`config.mk`:
```
export PLATFORM = sky130hd
export DESIGN_NAME = fwd_scoreboard
export DESIGN_NICKNAME = d
export VERILOG_FILES = /design/src/rtl/fwd_scoreboard.sv
export SDC_FILE = /design/constraint.sdc
export NUM_CORES = 1
export LEC_CHECK = 0
export BUFFER_PORTS_ARGS = -buffer_cell sky130_fd_sc_hd__buf_2
export CAP_MARGIN = 20
export CORE_AREA = 2 2 214 216
export CTS_CLUSTER_SIZE = 28
export DETAILED_ROUTE_END_ITERATION = 10
export DIE_AREA = 0 0 216 218
export HOLD_SLACK_MARGIN = 0.08
export MAX_ROUTING_LAYER = met4
export PLACE_DENSITY = 0.45
export SETUP_SLACK_MARGIN = 0.2
export SYNTH_ARGS = -nofsm -noshare
export SYNTH_HDL_FRONTEND = slang
export SYNTH_SLANG_ARGS = --single-unit
```
`constraint.sdc`:
```
create_clock -name clk -period 6.7 [get_ports clk]
set_input_delay 1.34 -clock clk [delete_from_list [all_inputs] [get_ports clk]]
set_output_delay 1.34 -clock clk [all_outputs]
set_load 0.01 [all_outputs]
```
`src/rtl/fwd_scoreboard.sv`:
```
// fwd_scoreboard -- operand forwarding and hazard unit for the register-read stage.
//
// Purpose:
//   Per read port, picks the youngest producer stage writing the source register
//   and forwards its value, or flags a hazard when that value is not ready yet.
//   A 32-bit scoreboard tracks long-latency writes (MUL/DIV, missed loads) that
//   are no longer visible in any stage. A watchdog raises a sticky hang flag
//   after TIMEOUT consecutive stall cycles.
//
// Ports:
//   clk, rst_n            clock (rising edge), async active-low reset
//   rs_addr_i             NREAD x 5    source register per read port
//   stage_rd_i            NSTAGE x 5   destination per producer stage (0 = youngest)
//   stage_wr_en_i         NSTAGE       stage writes the register file
//   stage_data_valid_i    NSTAGE       stage result available this cycle
//   stage_data_i          NSTAGE x XLEN stage result
//   issue_valid_i/rd_i/long_i          instruction leaving register-read
//   lret_valid_i/rd_i                  long-latency write-back
//   fwd_data_o            NREAD x XLEN forwarded value per port
//   fwd_sel_o             NREAD        1 = use fwd_data
//   stall_o               hold register-read
//   hang_o                sticky watchdog flag
//   stall_cycles_o        total stall cycles
//
// Optional feature macro: FWD_STALL_STATS_EN enables the stall_cycles counter;
// without it stall_cycles_o is tied to 0.

// Per-port forwarding selector: youngest matching stage wins.
module fwd_port #(
  parameter int XLEN   = 64,
  parameter int NSTAGE = 5
) (
  input  logic [4:0]                   rs_i,
  input  logic [NSTAGE-1:0][4:0]       st_rd_i,
  input  logic [NSTAGE-1:0]            st_wr_en_i,
  input  logic [NSTAGE-1:0]            st_dv_i,
  input  logic [NSTAGE-1:0][XLEN-1:0]  st_data_i,
  input  logic [31:0]                  pend_i,
  output logic                         sel_o,
  output logic [XLEN-1:0]              data_o,
  output logic                         hazard_o
);
  logic hit;

  always_comb begin
    hit      = 1'b0;
    sel_o    = 1'b0;
    data_o   = '0;
    hazard_o = 1'b0;
    for (int s = 0; s < NSTAGE; s++) begin
      if (!hit && st_wr_en_i[s] && (st_rd_i[s] != 5'd0) && (st_rd_i[s] == rs_i)) begin
        hit   = 1'b1;
        sel_o = 1'b1;
        // A matching stage without its data yet still claims the port:
        // older stages hold stale values for this register.
        if (st_dv_i[s]) data_o   = st_data_i[s];
        else            hazard_o = 1'b1;
      end
    end
    // Scoreboard only matters once no in-flight stage carries the register.
    if (!hit && (rs_i != 5'd0) && pend_i[rs_i]) hazard_o = 1'b1;
  end
endmodule

module fwd_scoreboard #(
  parameter int XLEN    = 64,
  parameter int NSTAGE  = 5,
  parameter int NREAD   = 2,
  parameter int TIMEOUT = 255
) (
  input  logic                     clk,
  input  logic                     rst_n,
  input  logic [NREAD*5-1:0]       rs_addr_i,
  input  logic [NSTAGE*5-1:0]      stage_rd_i,
  input  logic [NSTAGE-1:0]        stage_wr_en_i,
  input  logic [NSTAGE-1:0]        stage_data_valid_i,
  input  logic [NSTAGE*XLEN-1:0]   stage_data_i,
  input  logic                     issue_valid_i,
  input  logic [4:0]               issue_rd_i,
  input  logic                     issue_long_i,
  input  logic                     lret_valid_i,
  input  logic [4:0]               lret_rd_i,
  output logic [NREAD*XLEN-1:0]    fwd_data_o,
  output logic [NREAD-1:0]         fwd_sel_o,
  output logic                     stall_o,
  output logic                     hang_o,
  output logic [31:0]              stall_cycles_o
);
  localparam logic [15:0] TO = 16'(TIMEOUT);

  logic [NREAD-1:0][4:0]         rs;
  logic [NSTAGE-1:0][4:0]        st_rd;
  logic [NSTAGE-1:0][XLEN-1:0]   st_data;
  logic [NREAD-1:0][XLEN-1:0]    fwd_data;
  logic [NREAD-1:0]              hazard;

  logic [31:0] pend_q, pend_d;
  logic [15:0] wd_q, wd_d;
  logic        hang_q, hang_d;

  assign rs         = rs_addr_i;
  assign st_rd      = stage_rd_i;
  assign st_data    = stage_data_i;
  assign fwd_data_o = fwd_data;

  for (genvar i = 0; i < NREAD; i++) begin : g_port
    fwd_port #(.XLEN(XLEN), .NSTAGE(NSTAGE)) u_port (
      .rs_i       (rs[i]),
      .st_rd_i    (st_rd),
      .st_wr_en_i (stage_wr_en_i),
      .st_dv_i    (stage_data_valid_i),
      .st_data_i  (st_data),
      .pend_i     (pend_q),
      .sel_o      (fwd_sel_o[i]),
      .data_o     (fwd_data[i]),
      .hazard_o   (hazard[i])
    );
  end

  assign stall_o = |hazard;
  assign hang_o  = hang_q;

  // Scoreboard: clear first so a same-cycle set (newer op) wins.
  always_comb begin
    pend_d = pend_q;
    if (lret_valid_i) pend_d[lret_rd_i] = 1'b0;
    if (issue_valid_i && issue_long_i && !stall_o && (issue_rd_i != 5'd0))
      pend_d[issue_rd_i] = 1'b1;
    pend_d[0] = 1'b0;
  end

  // Watchdog: saturating count of consecutive stalls; hang latches on reaching TO.
  always_comb begin
    if (stall_o) wd_d = (wd_q >= TO) ? TO : wd_q + 16'd1;
    else         wd_d = 16'd0;
    hang_d = hang_q | (stall_o && (wd_d == TO));
  end

  always_ff @(posedge clk or negedge rst_n) begin
    if (!rst_n) begin
      pend_q <= '0;
      wd_q   <= '0;
      hang_q <= 1'b0;
    end else begin
      pend_q <= pend_d;
      wd_q   <= wd_d;
      hang_q <= hang_d;
    end
  end

`ifdef FWD_STALL_STATS_EN
  logic [31:0] stall_cycles_q, stall_cycles_d;

  assign stall_cycles_d = stall_o ? stall_cycles_q + 32'd1 : stall_cycles_q;

  always_ff @(posedge clk or negedge rst_n) begin
    if (!rst_n) stall_cycles_q <= '0;
    else        stall_cycles_q <= stall_cycles_d;
  end

  assign stall_cycles_o = stall_cycles_q;
`else
  assign stall_cycles_o = 32'd0;
`endif

endmodule

```
==> results of run 1 <==
## cells by family (layout without fill, tap and decap cells)
logic type	count (synthesis)	in the layout
and+or+nand+nor	482	482
DFF	48	48
buffers and inverters	160	565
xor gates and xnor gates	56	56
muxes	22	22
adders and majority gates	1	1
other	1	71
AOI/OAI and AO/OA	416	416
## stage by stage
| stage | util | hold slack [ps] | instances | setup WS (ps) | power, mW |
|---|---|---|---|---|---|
| after floorplan | - | 486 | 1225 | 1880 | 0.643 |
| final | 0.256 | 513 | 2261 | 731 | 1.20 |
| after global placement | 0.250 | 495 | 2222 | 736 | 0.902 |
| after CTS | 0.254 | 523 | 2230 | 803 | 1.21 |
| after global routing | 0.255 | 550 | 2259 | 619 | 1.27 |
| after detailed placement | 0.250 | 505 | 2222 | 776 | 0.905 |
## synth_stat cells (15+ instances only)
master      n
dfrtp_1    48
clkbuf_1   73
xor2_1     15
o21ai_1    31
o21ai_0    42
nor3_1     15
buf_4      50
a221oi_1  120
a21oi_1    69
xnor2_1    41
nor2_1    219
a31oi_1    55
nand4_1    43
buf_2      21
nand2_1   134
a2bb2o_1   58
## worst max-delay path by stage
| stage | slack (ps) | cells past startpoint | start | end |
|---|---|---|---|---|
| after global placement | 740 | 10 | rs_addr_i[1] | fwd_data_o[29] |
| after global routing | 620 | 10 | rs_addr_i[1] | fwd_data_o[29] |
| final | 730 | 10 | stage_rd_i[1] | fwd_data_o[72] |
| after floorplan | 1880 | 10 | rs_addr_i[0] | stall_o |
| after CTS | 800 | 10 | rs_addr_i[1] | fwd_data_o[29] |
| after detailed placement | 780 | 10 | rs_addr_i[1] | fwd_data_o[29] |
## flip-flops by register name, indices dropped and copies added, names as in the netlist
register  flops
hang_o        1
pend_q       31
wd_q         16
## power groups by stage
stage          Combinational, mW  Sequential [mW]  Clock, mW
6_report                   0.530            0.375      0.298
5_1_grt                    0.572            0.381      0.316
4_1_cts                    0.526            0.375      0.305
3_5_place_dp               0.524            0.381          0
3_3_place_gp               0.522            0.380          0
2_1_floorplan              0.281            0.362          0
## per-layer routing
layer | track usage | vias up | wire [um]
li1 | - | 5373 | -
met1 | 0.297 | 5870 | 23900
met3 | 0.0407 | 130 | 4210
met2 | 0.399 | 728 | 28800
met4 | 0.0906 | 0 | 2220
met5 | - | - | 0
## cell type report
cell class	count	area (um^2)	share of cell area
clock buffers	5	125	0.0109
diodes	31	77.6	0.00676
inverters	8	30.0	0.00262
multi-input cells	1017	6330	0.552
clock inverters	3	47.5	0.00414
flip-flops and latches	48	1200	0.105
repair buffers	549	2910	0.253
well taps	600	751	0.0654
==> results_dict.tcl, run 1 <==
set metrics [dict create \
    postCtsSetupBuffers 0 \
    synth_compound_area_frac 0.371 \
    p_comb_frac 0.441 \
    drtAntennaViolNets 0 \
    vias_per_cell 5.35 \
    seq_power_share 0.312 \
    fin_crit_sh 0.891 \
    clock_sinks 48 \
    fillers 5106 \
    ir_drop_mv 0.0970 \
    placed_area_um2 11200 \
    intPower_mw 0.736 \
    synth_xor_area_frac 0.0597 \
    ys_ff_latch 48 \
    dieHeight_um 218 \
    worst_path_most_repeated_cell "buf_2" \
    ys_types 65 \
    layout_common_cells "buf_2, nor2_1, nand2_1" \
    post_cts_resized 0 \
    synth_mux_area_frac 0.0465 \
    avgSynthCellArea_um2 6.92 \
    hold_path.class "reg -> reg" \
    netlist_area_um2 8210 \
    synth_top_family_by_area "compound AO/OA/AOI/OAI gates" \
    r2r-end "wd_q[0]$_DFF_PN0_" \
    cts_buffers 5 \
    syn_inst 1186 \
    crit_type "in -> out" \
    synth-simple-area-share 0.270 \
    p_switching_mw 0.466 \
    drv_slew 0 \
    yosysTopAreaCell "dfrtp_1" \
    grt_pass1_wl_um 82800 \
    core_region_area_um2 44900 \
    slowest_stage "or4b_1" \
    p_clk_frac 0.248 \
    dp_hpwl_um 47300 \
    drc_errors 0 \
    grtUsageTotal 0.242 \
    start_kind "input pin" \
    hold_buffers 0 \
    worst-slew-pin-transition_ps 932 \
    root_buffer "clkbuf_16" \
    dieArea_um2 47100 \
    max_stage_delay_ps 820 \
    final_hold_viol_count 0 \
    dr.pass1.iters 5 \
    avgRoutedWirePerCell_um 26.2 \
    cts.clk_slew.worst_paths_ps 70 \
    ys.flop_type "dfrtp_1" \
    initial_utilization 0.183 \
    p_leak_nw 5.36 \
    slew_headroom 0.373 \
    h-tree-depth 2 \
    num_vias 12100 \
    fmax_ghz 0.168 \
    hold_end "hang_o$_DFF_PN0_" \
    min_period_ps 5970 \
    cts_tree "done" \
    hold_start "hang_o$_DFF_PN0_" \
    end_kind "primary output" \
    maxCapViolations 0 \
    worst_ep_required_time_ps 5360 \
    grt-ovfl-total 0 \
    syn2layout_area_growth_pct 39.8 \
    rsz0062_at_grt "false" \
    rows 78 \
    final_area_um2 11500 \
    timing.critical_path.arrival_ps 4630 \
    power.density_nw_per_um2 105 \
    drtIter0Drc 1253 \
    path_cells "buf_2 -> or4_4 -> o211ai_2 -> nor2_1 -> or4b_1 -> nor2_8 -> buf_12 -> nand2_1 -> a31oi_1 -> buf_2" \
    die_w_um 216 \
    crit_fanout 57 \
    synth.top_cells.by_area "dfrtp_1, a221oi_1, nor2_1, a2bb2o_1, nand2_1" \
    drt-total-wl_um 59100 \
    swShare 0.388 \
    antenna_found_initial 49 \
    r2r-start "pend_q[9]$_DFF_PN0_" \
    clk_latency_ps 290 \
    layout.nets 2010 \
    fin_skew_ps 8.48 \
    fin_tns_setup_ps 0 \
    r2r.worst_path.cells 7 \
    holdPathStages 1 \
    synth_adder_area_share 0.00152 \
    status "finished, final reports clean" \
    r2r_slack_ps 3730 \
    setup_violations 0 \
    yosysSeqAreaShare 0.146 \
    grt_pass1_vias 11400 \
    synth_edf_count 0 \
    yosysTopAreaCellShare 0.146 \
    clockBufferDepth 2 \
    io_pins 544 \
    io_buffers 511 \
    crit_buf_inv 3 \
    final_common_cell "buf_2" \
    grt_start_max_net_pins 75 \
    critPathTopFamily "simple AND/OR/NAND/NOR gates" \
    gp_congestion 1.07 \
    final_layout_size_suffix_gt1_frac 0.363 \
    ys_warn_count 0 \
    async_flop_share 1.00 \
]
Power figures use the tool's default switching activity.
==> run 2, diff against run 1 <==
--- a/config.mk
+++ b/config.mk
@@ -12,8 +12,8 @@
 export DETAILED_ROUTE_END_ITERATION = 10
 export DIE_AREA = 0 0 216 218
 export HOLD_SLACK_MARGIN = 0.08
-export MAX_ROUTING_LAYER = met4
 export PLACE_DENSITY = 0.45
+export RECOVER_POWER = 50
 export SETUP_SLACK_MARGIN = 0.2
 export SYNTH_ARGS = -nofsm -noshare
 export SYNTH_HDL_FRONTEND = slang
==> run 2 against run 1 <==
The flow now finishes with violations (capacitance limit, slew limit). Count of clock-buffer cells in the layout unchanged. Routed wire length fell by 0.75%. Largest power group unchanged. Via count rose by 0.96%. Sequential power about the same. Critical endpoint is now fwd_data_o[117]. Worst setup slack got worse by 240 ps. Combinational power is 2% lower.
==> results_dict.tcl, run 2 (synthesis results as in run 1) <==
set metrics [dict create \
    num_vias 12200 \
    cts_tree "done" \
    worst-slew-pin-transition_ps 2680 \
    io_buffers 511 \
    ir_drop_mv 0.127 \
    clk_latency_ps 290 \
    hold_path.class "reg -> reg" \
    end_kind "primary output" \
    max_stage_delay_ps 830 \
    hold_buffers 0 \
    start_kind "input pin" \
    slew_headroom -0.787 \
    min_period_ps 6200 \
    die_w_um 216 \
    setup_violations 0 \
    holdPathStages 2 \
    layout.nets 2016 \
    clockBufferDepth 2 \
    timing.critical_path.arrival_ps 4860 \
    failed_checks "capacitance limit, slew limit" \
    p_leak_nw 5.30 \
    crit_type "in -> out" \
    vias_per_cell 5.40 \
    rsz0062_at_grt "false" \
    gp_congestion 0.996 \
    avgRoutedWirePerCell_um 25.9 \
    cts_buffers 5 \
    grt_start_max_net_pins 77 \
    power.density_nw_per_um2 104 \
    clock_sinks 48 \
    dr.pass1.iters 6 \
    h-tree-depth 2 \
    antenna_found_initial 57 \
    r2r.worst_path.cells 8 \
    final_layout_size_suffix_gt1_frac 0.353 \
    layout_common_cells "buf_2, nor2_1, nand2_1" \
    slowest_stage "clkbuf_1" \
    final_common_cell "buf_2" \
    drv_slew 49 \
    total_power_mw 1.19 \
    rows 78 \
    crit_fanout 27 \
    io_pins 544 \
    grt-ovfl-total 0 \
    post_cts_resized 0 \
    final_hold_viol_count 0 \
    dieHeight_um 218 \
    root_buffer "clkbuf_16" \
    fin_skew_ps 4.71 \
    fmax_ghz 0.161 \
    initial_utilization 0.183 \
    drc_errors 0 \
    grtUsageTotal 0.232 \
    status "finished with violations" \
    largest_reg_flops 31 \
    dp_hpwl_um 46900 \
    drt-total-wl_um 58700 \
    postCtsSetupBuffers 0 \
    regMostFlops "pend_q" \
    cts.clk_slew.worst_paths_ps 70 \
    path_cells "buf_2 -> xnor2_1 -> o211ai_1 -> nor2_1 -> nor4_2 -> nand2_4 -> clkbuf_1 -> nor2_1 -> a31oi_1 -> buf_2" \
    core_region_area_um2 44900 \
    maxCapViolations 1 \
    worst_ep_required_time_ps 5360 \
    grt_pass1_wl_um 81700 \
    fin_crit_sh 0.926 \
    drtIter0Drc 1372 \
    syn2layout_area_growth_pct 39.5 \
    drtAntennaViolNets 0 \
    fin_tns_setup_ps 0 \
    grt_pass1_vias 11200 \
    dieArea_um2 47100 \
]
==> run 2: cell types whose count changed in the layout (fill, tap and decap cells not counted), moves of 3 or more <==
| cell | before | now |
|---|---|---|
| clkbuf_1 | 0 | 17 |
| buf_2 | 510 | 496 |
| o21ai_0 | 42 | 72 |
| buf_4 | 34 | 38 |
| o21ai_1 | 31 | 1 |
| diode_2 | 31 | 28 |
==> run 2: worst max-delay path: cells and delay by family <==
family | cells | cell delay (ps)
buf+inv | 3 | 1430
simple gates | 4 | 1380
compound gates | 2 | 520
xor+xnor | 1 | 170
==> run 2: layout make-up <==
class,count,area (um^2)
Clock buffer,5,125
Multi-Input combinational cell,1017,6310
Fill cell,5093,33400
Inverter,8,30.0
Tap cell,600,751
Sequential cell,48,1200
Antenna cell,28,70.1
Clock inverter,3,46.3
Timing Repair Buffer,555,2910
==> run 2: through the flow <==
step                 util  instances  hold slack [ps]  setup slack (ps)  cell area, um^2
global placement    0.251       2228              528               777            11300
CTS                 0.255       2236              557               774            11400
detailed placement  0.251       2228              541               785            11300
finish              0.255       2264              549               496            11400
floorplan               -       1225              486              1880             8360
global route        0.255       2262              581               360            11400
==> run 2: routing by layer <==
layer	vias up	track usage	wire length, um
met5	-	0	94
met4	14	0.0932	2400
met1	5939	0.295	23400
li1	5379	-	-
met3	144	0.0353	4200
met2	741	0.393	28600
==> run 2: final timing paths <==
check | to | slack [ps] | startpoint
max | fwd_data_o[117] | 500 | rs_addr_i[5]
min | pend_q[30]$_DFF_PN0_ | 550 | pend_q[30]$_DFF_PN0_
max reg2reg | hang_o$_DFF_PN0_ | 3850 | pend_q[9]$_DFF_PN0_
min reg2reg | pend_q[30]$_DFF_PN0_ | 550 | pend_q[30]$_DFF_PN0_
max in group asynchronous | pend_q[13]$_DFF_PN0_ | 3190 | rst_n
min in group asynchronous | pend_q[2]$_DFF_PN0_ | 1980 | rst_n
==> run 2: power by group <==
group	internal (mW)	switching, mW	leakage [nW]
clock	0.177	0.116	0.0806
combinational	0.221	0.300	4.60
sequential	0.334	0.0425	0.612
==> run 3, diff against run 2 <==
--- a/config.mk
+++ b/config.mk
@@ -7,12 +7,12 @@
 export LEC_CHECK = 0
 export BUFFER_PORTS_ARGS = -buffer_cell sky130_fd_sc_hd__buf_2
 export CAP_MARGIN = 20
-export CORE_AREA = 2 2 214 216
+export CORE_AREA = 2 2 209 211
 export CTS_CLUSTER_SIZE = 28
 export DETAILED_ROUTE_END_ITERATION = 10
-export DIE_AREA = 0 0 216 218
+export DIE_AREA = 0 0 211 213
 export HOLD_SLACK_MARGIN = 0.08
-export PLACE_DENSITY = 0.45
+export PLACE_DENSITY = 0.46
 export RECOVER_POWER = 50
 export SETUP_SLACK_MARGIN = 0.2
 export SYNTH_ARGS = -nofsm -noshare
==> run 3 against run 2 <==
The flow still finishes with violations (capacitance limit, slew limit). Count of clock-buffer cells in the layout grew 1. Die area decreased by 4.6%. Non-clock buffer count down 7. Critical path depth is the same. Routed wire length fell by 0.55%. Highest routed layer unchanged.
==> results_dict.tcl, run 3 (synthesis results as in run 1) <==
set metrics [dict create \
    power.density_nw_per_um2 102 \
    initial_utilization 0.192 \
    clock_sinks 48 \
    post-place-cells 2166 \
    postCtsSetupBuffers 0 \
    r2r_slack_ps 3790 \
    grtUsageTotal 0.243 \
    drt-total-wl_um 58400 \
    dr.pass1.iters 8 \
    path_cells "buf_2 -> xnor2_1 -> nand4_1 -> nor4_1 -> nand3b_1 -> nor2_2 -> buf_4 -> a221oi_1 -> a21oi_1 -> buf_2" \
    fmax_ghz 0.162 \
    slew_headroom -0.382 \
    drtAntennaViolNets 0 \
    max_stage_delay_ps 910 \
    drv_slew 37 \
    crit_buf_inv 3 \
    final_area_um2 11300 \
    fin_cells 2211 \
    rows 76 \
    vias_per_cell 5.48 \
    fin_skew_ps 3.56 \
    io_buffers 511 \
    timing.critical_path.arrival_ps 4830 \
    final_layout_size_suffix_gt1_frac 0.349 \
    antenna_found_initial 55 \
    grt_start_max_net_pins 65 \
    drc_errors 0 \
    cts_buffers 5 \
    ir_drop_mv 0.0818 \
    gp_congestion 0.979 \
    placed_area_um2 11100 \
    p_leak_nw 5.23 \
    layout_common_cells "buf_2, nor2_1, nand2_1" \
    cts.clk_slew.worst_paths_ps 60 \
    status "finished with violations" \
    hold_path.class "reg -> reg" \
    clockBufferDepth 2 \
    worst_path_most_repeated_cell "buf_2" \
    grt_pass1_vias 11200 \
    clk_latency_ps 290 \
    root_buffer "clkbuf_16" \
    min_period_ps 6170 \
    critPathTopFamily "simple AND/OR/NAND/NOR gates" \
    drtIter0Drc 1338 \
    dieHeight_um 213 \
    cts_tree "done" \
    largest_reg_flops 31 \
    worst-slew-pin-transition_ps 2070 \
    syn2layout_area_growth_pct 38.1 \
    io_pins 544 \
    core_region_area_um2 42700 \
    crit_fanout 17 \
    fin_tns_setup_ps 0 \
    grt-ovfl-total 0 \
    regMostFlops "pend_q" \
    finalHoldWorstSlack_ps 545 \
    rsz0062_at_grt "false" \
    avgRoutedWirePerCell_um 26.4 \
    slowest_stage "nor2_2" \
    dieArea_um2 44900 \
    crit_type "in -> out" \
    fin_crit_sh 0.921 \
    h-tree-depth 2 \
    setup_violations 0 \
    layout.nets 2009 \
    maxCapViolations 1 \
    worst_ep_required_time_ps 5360 \
    end_kind "primary output" \
    num_vias 12100 \
    post_cts_resized 0 \
    hold_buffers 0 \
    final_common_cell "buf_2" \
    failed_checks "capacitance limit, slew limit" \
    dp_hpwl_um 47000 \
    grt_pass1_wl_um 80600 \
    start_kind "input pin" \
    die_w_um 211 \
    final_hold_viol_count 0 \
]
-- run 3: worst register-to-register path, delay by kind of cell, from the launching register on --
kind | cells | cell delay (ps)
simple gates | 4 | 1440
mux | 2 | 790
flops | 1 | 400
compound gates | 1 | 150
-- run 3: metrics by stage --
step	power, mW	util	worst slack [ps]
final	1.16	0.266	529
after global routing	1.23	0.265	342
after CTS	1.17	0.265	672
after detailed placement	0.904	0.261	669
after global placement	0.898	0.261	725
after floorplan	0.643	-	1880
-- run 3: metal layers --
| metal | part of all wire | routed length [um] | vias up | track usage |
|---|---|---|---|---|
| met5 | 0.0016 | 95 | - | 0.0256 |
| met4 | 0.043 | 2530 | 16 | 0.127 |
| met3 | 0.11 | 6470 | 156 | 0.0852 |
| met2 | 0.46 | 26800 | 783 | 0.372 |
| met1 | 0.38 | 22500 | 5795 | 0.298 |
| li1 | - | - | 5368 | - |
-- run 3: layout make-up --
type | instances | area [um^2]
Antenna cell | 36 | 90.1
Clock buffer | 6 | 139
Clock inverter | 2 | 15.0
Fill cell | 4837 | 31400
Inverter | 8 | 30.0
Multi-Input combinational cell | 1017 | 6320
Sequential cell | 48 | 1200
Tap cell | 546 | 683
Timing Repair Buffer | 548 | 2860
-- run 3: worst paths after layout --
path                                 startpoint                   end  cells after the start
max                                rs_addr_i[0]        fwd_data_o[63]                     10
min                        pend_q[11]$_DFF_PN0_  pend_q[11]$_DFF_PN0_                      2
max reg2reg                 pend_q[8]$_DFF_PN0_     wd_q[5]$_DFF_PN0_                      7
min reg2reg                pend_q[11]$_DFF_PN0_  pend_q[11]$_DFF_PN0_                      2
max in group asynchronous                 rst_n     wd_q[5]$_DFF_PN0_                      2
min in group asynchronous                 rst_n  pend_q[13]$_DFF_PN0_                      1
-- run 3: power breakdown --
group	leakage (nW)	internal (mW)	switching, mW	total [mW]
clock	0.0693	0.149	0.112	0.261
sequential	0.612	0.334	0.0442	0.378
combinational	4.55	0.220	0.301	0.521
total	5.23	0.703	0.457	1.16
